File: src/rtl/hps_img_loader.sv
// Loads the HPS source image into on-chip memory. Each 32-bit word pushed over a
// 4-phase req/ack handshake is split into four consecutive byte writes.
module hps_img_loader #(
    parameter int IMG_W  = 160,
    parameter int IMG_H  = 120,
    parameter int ADDR_W = 15
) (
    input  logic              clk,
    input  logic              reset,
    input  logic              hps_start,
    input  logic              hps_req,
    input  logic [31:0]       hps_wdata,
    output logic              hps_ack,
    output logic [ADDR_W-1:0] mem_addr,
    output logic [7:0]        mem_data,
    output logic              mem_wren,
    output logic              busy,
    output logic              frame_done,
    output logic              overrun,
    output logic [12:0]       word_count
);

    localparam logic [12:0] FRAME_WORDS = 13'(IMG_W * IMG_H / 4);

    localparam logic [2:0] S_IDLE     = 3'd0;
    localparam logic [2:0] S_WAIT_REQ = 3'd1;
    localparam logic [2:0] S_WRITE    = 3'd2;
    localparam logic [2:0] S_ACK      = 3'd3;
    localparam logic [2:0] S_DONE     = 3'd4;
    localparam logic [2:0] S_DONE_ACK = 3'd5;

    logic [1:0]        start_sync_q, req_sync_q;
    logic              start_prev_q;
    logic              start_edge, req_s;

    logic [2:0]        state_q, state_d;
    logic [1:0]        k_q, k_d;
    logic [31:0]       word_q, word_d;
    logic [12:0]       wc_q, wc_d;
    logic              busy_q, busy_d;
    logic              done_q, done_d;
    logic              ovr_q, ovr_d;
    logic              ack_q, ack_d;
    logic              wren_q, wren_d;
    logic [ADDR_W-1:0] addr_q, addr_d;
    logic [7:0]        data_q, data_d;

    assign start_edge = start_sync_q[1] & ~start_prev_q;
    assign req_s      = req_sync_q[1];

    always_ff @(posedge clk) begin
        if (reset) begin
            start_sync_q <= '0;
            req_sync_q   <= '0;
            start_prev_q <= 1'b0;
        end else begin
            start_sync_q <= {start_sync_q[0], hps_start};
            req_sync_q   <= {req_sync_q[0], hps_req};
            start_prev_q <= start_sync_q[1];
        end
    end

    always_comb begin
        state_d = state_q;
        k_d     = k_q;
        word_d  = word_q;
        wc_d    = wc_q;
        busy_d  = busy_q;
        done_d  = done_q;
        ovr_d   = ovr_q;
        ack_d   = 1'b0;
        wren_d  = 1'b0;
        addr_d  = '0;
        data_d  = '0;
        // A new start abandons whatever word is in flight, from any state.
        if (start_edge) begin
            state_d = S_WAIT_REQ;
            k_d     = 2'd0;
            wc_d    = '0;
            busy_d  = 1'b1;
            done_d  = 1'b0;
            ovr_d   = 1'b0;
        end else begin
            case (state_q)
                S_WAIT_REQ: begin
                    if (req_s) begin
                        word_d  = hps_wdata;
                        k_d     = 2'd0;
                        state_d = S_WRITE;
                    end
                end
                S_WRITE: begin
                    wren_d = 1'b1;
                    addr_d = ADDR_W'({wc_q, k_q});
                    data_d = word_q[8*k_q +: 8];
                    k_d    = k_q + 2'd1;
                    if (k_q == 2'd3) state_d = S_ACK;
                end
                S_ACK: begin
                    if (req_s) begin
                        ack_d = 1'b1;
                    end else begin
                        wc_d = wc_q + 13'd1;
                        if (wc_q == FRAME_WORDS - 13'd1) begin
                            state_d = S_DONE;
                            done_d  = 1'b1;
                            busy_d  = 1'b0;
                        end else begin
                            state_d = S_WAIT_REQ;
                        end
                    end
                end
                // Past the end of the frame words are still handshaked but discarded.
                S_DONE: begin
                    if (req_s) begin
                        ovr_d   = 1'b1;
                        state_d = S_DONE_ACK;
                    end
                end
                S_DONE_ACK: begin
                    if (req_s) ack_d = 1'b1;
                    else       state_d = S_DONE;
                end
                default: ;
            endcase
        end
    end

    always_ff @(posedge clk) begin
        if (reset) begin
            state_q <= S_IDLE;
            k_q     <= '0;
            wc_q    <= '0;
            busy_q  <= 1'b0;
            done_q  <= 1'b0;
            ovr_q   <= 1'b0;
            ack_q   <= 1'b0;
            wren_q  <= 1'b0;
            addr_q  <= '0;
            data_q  <= '0;
        end else begin
            state_q <= state_d;
            k_q     <= k_d;
            wc_q    <= wc_d;
            busy_q  <= busy_d;
            done_q  <= done_d;
            ovr_q   <= ovr_d;
            ack_q   <= ack_d;
            wren_q  <= wren_d;
            addr_q  <= addr_d;
            data_q  <= data_d;
        end
    end

    always_ff @(posedge clk) begin
        word_q <= word_d;
    end

    assign hps_ack    = ack_q;
    assign mem_addr   = addr_q;
    assign mem_data   = data_q;
    assign mem_wren   = wren_q;
    assign busy       = busy_q;
    assign frame_done = done_q;
    assign overrun    = ovr_q;
    assign word_count = wc_q;

endmodule

File: config.mk
export PLATFORM = sky130hd
export DESIGN_NAME = hps_img_loader
export DESIGN_NICKNAME = d
export VERILOG_FILES = /design/src/rtl/hps_img_loader.sv
export SDC_FILE = /design/constraint.sdc
export NUM_CORES = 1
export LEC_CHECK = 0
export CAP_MARGIN = 20
export CORE_MARGIN = 2
export CORE_UTILIZATION = 40
export DETAILED_ROUTE_END_ITERATION = 10
export PLACE_DENSITY = 0.76
export SYNTH_ARGS = -nofsm -noshare
export SYNTH_HDL_FRONTEND = slang
export SYNTH_SLANG_ARGS = --single-unit
File: constraint.sdc
create_clock -name clk -period 7 [get_ports clk]
set_input_delay 1.05 -clock clk [delete_from_list [all_inputs] [get_ports clk]]
set_output_delay 1.05 -clock clk [all_outputs]
set_load 0.005 [all_outputs]
==> impl_metrics.env, run 1 <==
export IMPL_worst_setup_path_type="input pin to register"
export IMPL_cts_root_buffer="clkbuf_8"
export IMPL_first_iter_violations=114
export IMPL_cp_required_ns=7.29
export IMPL_synth_fp_nets=277
export IMPL_r2r_cells=4
export IMPL_r2r_start="state_q[0]$_SDFFE_PP0P_"
export IMPL_core_sq_um=7330
export IMPL_top_usage_layer="met2"
export IMPL_drc=0
export IMPL_rows=31
export IMPL_endpoint_kind="register"
export IMPL_antenna_found_initial=0
export IMPL_htreeDepth=3
export IMPL_clkSinkCount=83
export IMPL_hold_viol=0
export IMPL_drv_cap=0
export IMPL_fin_setup_tns_ns=0
export IMPL_status="finished, final reports clean"
export IMPL_max_clock_path_buffers=2
export IMPL_yosysWarnings=0
export IMPL_syn_area_sq_um=3070
export IMPL_cts_hold_buf=0
export IMPL_power_leakage_nw=1.43
export IMPL_grt_use_met2_pct=24.1
export IMPL_ys_seq_elements=83
export IMPL_track_usage_pct=15.1
export IMPL_met3_usage_pct=3.98
export IMPL_clock_latency_ns=0.35
export IMPL_layout_min_cycle_time_ns=2.84
export IMPL_dpl_instance_area_sq_um=3930
export IMPL_pin_count=77
export IMPL_slew_viol_final=0
export IMPL_hpwlAfterDp_um=4080
export IMPL_die_x_um=91.6
export IMPL_worstHoldEndpoint="start_sync_q[1]$_SDFF_PP0_"
export IMPL_synth_avg_cell_area_sq_um=12.9
export IMPL_grt_util_met1_pct=18.9
export IMPL_critPathLaunchType="input pin"
export IMPL_first_global_vias=1979
export IMPL_finClkSkew_ns=0.00537
export IMPL_min_delay_start="start_sync_q[0]$_SDFF_PP0_"
export IMPL_fp_dieArea_sq_um=8390
export IMPL_vias=2031
export IMPL_grt_max_degree=33
export IMPL_timing_hold_ws_ns=0.445
export IMPL_rrSetupSlack_ns=5.03
export IMPL_vias_per_cell=4.84
export IMPL_ys_types=42
export IMPL_cp_arrival_ns=3.13
export IMPL_fillers=608
export IMPL_grt_first_pass_wirelength_um=9810
export IMPL_start_util_pct=41.9
export IMPL_grt_overflow_total=0
export IMPL_setup_violations_final=0
export IMPL_critPathMaxFanout=18
export IMPL_synth_edff_count=32
export IMPL_yosysSeqAreaShare_pct=64.6
export IMPL_worst_slew_pin_slew_ns=0.717
export IMPL_fin_cells=420
export IMPL_finalWirelength_um=5780
export IMPL_port_buffers=76
export IMPL_placedCellCount=404
export IMPL_gp_congestion=0.848
export IMPL_reg2reg_to="word_count[11]$_SDFFE_PP0P_"
export IMPL_max_slew_margin_rel_pct=52.1
export IMPL_postRouteAntennaNets=0
export IMPL_min_period_over_period_pct=40.6
export IMPL_power_density_nw_per_um2=227
export IMPL_cts_resized=0
export IMPL_nNetsFinal=355
export IMPL_synthArstFlopShare_pct=0
export IMPL_ys_flop_type="dfxtp_1"
export IMPL_final_cell_area_sq_um=4140
export IMPL_drive_gt1_share_pct=8.41
export IMPL_wl_per_cell_um=13.8
export IMPL_min_path_cells=1
export IMPL_cts_made_buffers=9
export IMPL_first_pass_iters=5
export IMPL_dieHeight_um=91.6
export IMPL_n_antenna_cell=0
export IMPL_clk_pin_slew_ns=0.08
export IMPL_ir_drop_mv=0.121
export IMPL_post_place_ws_ns=3.74
export IMPL_setup_slack_ns=4.16
export IMPL_synth_cells=238
export IMPL_post_cts_buffers=0
export IMPL_areaGrowthSynthToFinish_pct=35.1
export IMPL_fmax_mhz=352
export IMPL_hold_path_class="register to register"
export IMPL_cts_tree="done"
export IMPL_rsz0062_at_grt="false"
-- Yosys cell counts (4+ instances only) --
library cell   n  area (sq um)
xor2_1         7          61.3
nor2_1        15          56.3
a21oi_1        9          45.0
and2_1        26           163
nand2b_1       5          31.3
mux4_2         8           180
clkbuf_1       7          26.3
edfxtp_1      32           961
nand3_1        4          20.0
dfxtp_1       51          1020
nand2_1       13          48.8
nand4_1        5          31.3
nor2b_1       10          62.6
-- critical path, stage by stage --
cell and delay [ns]:
clkdlybuf4s50_1 0.57, nand2b_1 0.52, nor2_1 0.61, buf_6 0.23, and2_1 0.14
-- layer usage --
metal / vias to the layer above / share of wire, %
li1: 1013 / -
met1: 956 / 44
met2: 48 / 49
met3: 14 / 3.7
met4: 0 / 2.9
met5: - / 0
-- logic make-up (layout without fill, tap and decap cells) --
logic type,after synthesis,after routing,share of synthesized area [%]
flip-flops,83,83,64.6
buffers and inverters,13,96,1.75
multiplexers,10,10,6.53
AO/OA/AOI/OAI,26,26,5.55
adder cells (fa/ha/maj),3,3,1.22
XOR/XNOR,9,9,2.57
AND/OR/NAND/NOR,94,94,17.8
-- how the worst max path moves through the flow --
stage / from / end / slack [ns] / cells past startpoint
5_1_grt: reset / mem_addr[11]$_SDFF_PP0_ / 3.87 / 5
6_report: reset / mem_addr[2]$_SDFF_PP0_ / 4.16 / 5
3_3_place_gp: reset / mem_data[2]$_SDFF_PP0_ / 3.48 / 4
4_1_cts: reset / mem_addr[2]$_SDFF_PP0_ / 4.11 / 5
2_1_floorplan: state_q[1]$_SDFFE_PP0P_ / word_q[0]$_DFFE_PP_ / 4.47 / 4
3_5_place_dp: reset / mem_addr[2]$_SDFF_PP0_ / 3.74 / 5
-- report_power, final --
group | internal [mW] | leakage (nW) | switching, mW | total (mW)
clock | 0.192 | 0.113 | 0.163 | 0.355
sequential | 0.508 | 0.700 | 0.0116 | 0.520
combinational | 0.0417 | 0.617 | 0.0224 | 0.0641
total | 0.741 | 1.43 | 0.197 | 0.939
-- flip-flops by register name, indices dropped and copies added (netlist names) --
register and flops:
word_q 32, mem_addr 15, word_count 13, mem_data 8, state_q 3, k_q 2, req_sync_q 2, start_sync_q 2
busy 1, frame_done 1, hps_ack 1, mem_wren 1, overrun 1, start_prev_q 1
-- metrics by stage --
stage	util [%]	power (mW)
6_report	56.5	0.939
3_3_place_gp	53.4	0.594
4_1_cts	56.5	0.949
3_5_place_dp	53.6	0.596
5_1_grt	56.5	0.979
2_1_floorplan	-	0.563
-- cell usage in the layout, fill, tap and decap left out, drive strengths merged, types with 2 or more instances in the layout --
cell type / count
nand2: 13
mux2i: 2
o21ai: 3
nand3: 5
o211ai: 3
buf: 2
dfxtp: 51
or3: 2
clkbuf: 14
edfxtp: 32
a21oi: 9
nand4: 5
nor4bb: 2
clkdlybuf4s50: 76
nand2b: 5
or4: 3
and4: 2
inv: 3
a31oi: 2
and2: 26
xor2: 7
xnor2: 2
nor2: 15
ha: 3
nor3: 2
nor2b: 10
mux4: 8
-- cell type report --
class | instances | area [sq um] | area share (%)
Timing Repair Buffer | 78 | 779 | 18.8
Sequential cell | 83 | 1980 | 47.8
Inverter | 2 | 7.51 | 0.181
Multi-Input combinational cell | 142 | 1030 | 25.0
Clock inverter | 2 | 11.3 | 0.272
Tap cell | 99 | 124 | 2.99
Clock buffer | 14 | 205 | 4.95
No activity file was read; power rests on OpenSTA's default activity.
==> run 2: changes to the inputs <==
==> constraint.sdc (replaced) <==
create_clock -name clk -period 2.8 [get_ports clk]
set_input_delay 0.42 -clock clk [delete_from_list [all_inputs] [get_ports clk]]
set_output_delay 0.42 -clock clk [all_outputs]
set_load 0.005 [all_outputs]
==> impl_metrics.env, run 2 (synthesized netlist as in run 1, its figures left out) <==
export IMPL_worstHoldEndpoint="req_sync_q[1]$_SDFF_PP0_"
export IMPL_timing_hold_ws_ns=0.441
export IMPL_multi_input_area_sq_um=1030
export IMPL_cp_slowest_cell="dfxtp_1"
export IMPL_slew_viol_final=0
export IMPL_die_x_um=91.6
export IMPL_finalWirelength_um=5930
export IMPL_hold_viol=0
export IMPL_crit_chain="and4bb_1 > nand3_2 > or4_1 > a21oi_1"
export IMPL_grt_max_degree=33
export IMPL_critPathLaunchType="register"
export IMPL_cts_hold_buf=0
export IMPL_port_buffers=76
export IMPL_grt_overflow_total=0
export IMPL_vias=2038
export IMPL_fillers=608
export IMPL_pin_count=77
export IMPL_postRouteAntennaNets=0
export IMPL_ir_drop_mv=0.257
export IMPL_regMostFlops="word_q"
export IMPL_reg2reg_to="word_count[11]$_SDFFE_PP0P_"
export IMPL_rsz0062_at_grt="false"
export IMPL_min_period_over_period_pct=71.5
export IMPL_track_usage_pct=15.2
export IMPL_setup_violations_final=0
export IMPL_final_cell_area_sq_um=4140
export IMPL_post_place_ws_ns=0.670
export IMPL_first_pass_iters=4
export IMPL_cts_made_buffers=9
export IMPL_dpl_instance_area_sq_um=3930
export IMPL_min_path_cells=1
export IMPL_drv_cap=0
export IMPL_grt_first_pass_wirelength_um=9620
export IMPL_gp_congestion=0.839
export IMPL_critPathMaxFanout=11
export IMPL_clock_latency_ns=0.35
export IMPL_worst_setup_path_type="register to register"
export IMPL_cts_root_buffer="clkbuf_8"
export IMPL_endpoint_kind="register"
export IMPL_hpwlAfterDp_um=4130
export IMPL_r2r_cells=4
export IMPL_clk_pin_slew_ns=0.08
export IMPL_min_delay_start="req_sync_q[0]$_SDFF_PP0_"
export IMPL_setup_slack_ns=0.798
export IMPL_hold_path_class="register to register"
export IMPL_cp_arrival_ns=2.29
export IMPL_antenna_found_initial=0
export IMPL_register_area_sq_um=1980
export IMPL_max_stage_delay_ns=0.55
export IMPL_rrSetupSlack_ns=0.80
export IMPL_htreeDepth=3
export IMPL_post_cts_buffers=0
export IMPL_core_sq_um=7330
export IMPL_areaGrowthSynthToFinish_pct=34.9
export IMPL_worst_slew_pin_slew_ns=0.716
export IMPL_status="finished, final reports clean"
export IMPL_n_antenna_cell=0
export IMPL_final_common_cell="clkdlybuf4s50_1"
export IMPL_nNetsFinal=356
export IMPL_dieHeight_um=91.6
export IMPL_start_util_pct=41.9
export IMPL_largest_register_ffs=32
export IMPL_max_slew_margin_rel_pct=52.2
export IMPL_r2r_start="state_q[1]$_SDFFE_PP0P_"
export IMPL_wl_per_cell_um=14.1
export IMPL_finClkSkew_ns=0.0105
export IMPL_first_global_vias=2036
export IMPL_drive_gt1_share_pct=9.01
export IMPL_cts_resized=0
export IMPL_vias_per_cell=4.84
export IMPL_power_density_nw_per_um2=558
export IMPL_cp_required_ns=3.09
export IMPL_fmax_mhz=499
export IMPL_fin_setup_tns_ns=0
export IMPL_power_leakage_nw=1.43
export IMPL_cts_tree="done"
export IMPL_layout_min_cycle_time_ns=2.00
export IMPL_rows=31
export IMPL_final_cell_mix="76 x clkdlybuf4s50_1, 51 x dfxtp_1, 32 x edfxtp_1"
export IMPL_fp_dieArea_sq_um=8390
export IMPL_max_clock_path_buffers=2
export IMPL_clkSinkCount=83
export IMPL_drc=0
export IMPL_first_iter_violations=67
==> run 2: cell count changes in the layout (fill, tap and decap cells not counted), sizes merged <==
cell    delta
buf        +1
clkinv     +3
clkbuf     -2
inv        -1
==> run 2: stage by stage <==
step           utilization [%]  std cells  power (mW)
2_1_floorplan                -        238        1.41
6_report                  56.5        421        2.31
5_1_grt                   56.5        421        2.40
3_3_place_gp              53.6        405        1.49
3_5_place_dp              53.6        405        1.49
4_1_cts                   56.5        421        2.34
==> run 2: worst max-delay path by stage <==
stage / endpoint / depth (start not counted) / startpoint
finish: word_count[11]$_SDFFE_PP0P_ / 4 / state_q[1]$_SDFFE_PP0P_
global route: word_count[11]$_SDFFE_PP0P_ / 4 / state_q[1]$_SDFFE_PP0P_
CTS: word_count[11]$_SDFFE_PP0P_ / 4 / state_q[1]$_SDFFE_PP0P_
detailed placement: word_count[7]$_SDFFE_PP0P_ / 5 / reset
global placement: word_count[7]$_SDFFE_PP0P_ / 5 / reset
floorplan: word_q[0]$_DFFE_PP_ / 4 / state_q[1]$_SDFFE_PP0P_
==> run 2: area by class of cell <==
type	count	area share (%)
clock buffer	12	4.26
sequential	83	47.9
inverter	2	0.181
timing repair buffer	79	18.9
multi-input combinational	142	25.0
clock inverter	4	0.756
tap	99	2.99
==> run 2: worst max-delay path: cells and delay by family (launching register included) <==
kind	cells	cell delay, ns
AND/OR/NAND/NOR	3	1.24
flip-flops	1	0.55
AO/OA/AOI/OAI	1	0.15
==> run 2: power breakdown <==
group	leakage, nW	switching [mW]	total (mW)	internal [mW]
clock	0.108	0.420	0.847	0.428
sequential	0.700	0.0293	1.30	1.27
combinational	0.621	0.0584	0.163	0.105
==> run 2: per-layer routing <==
metal	wire, um	up-vias	GRT usage [%]	share of wire, %
li1	-	1019	-	-
met1	2460	957	16.3	41
met2	3060	51	26.5	52
met3	233	11	4.56	3.9
met4	179	0	8.59	3.0
met5	0	-	0	0
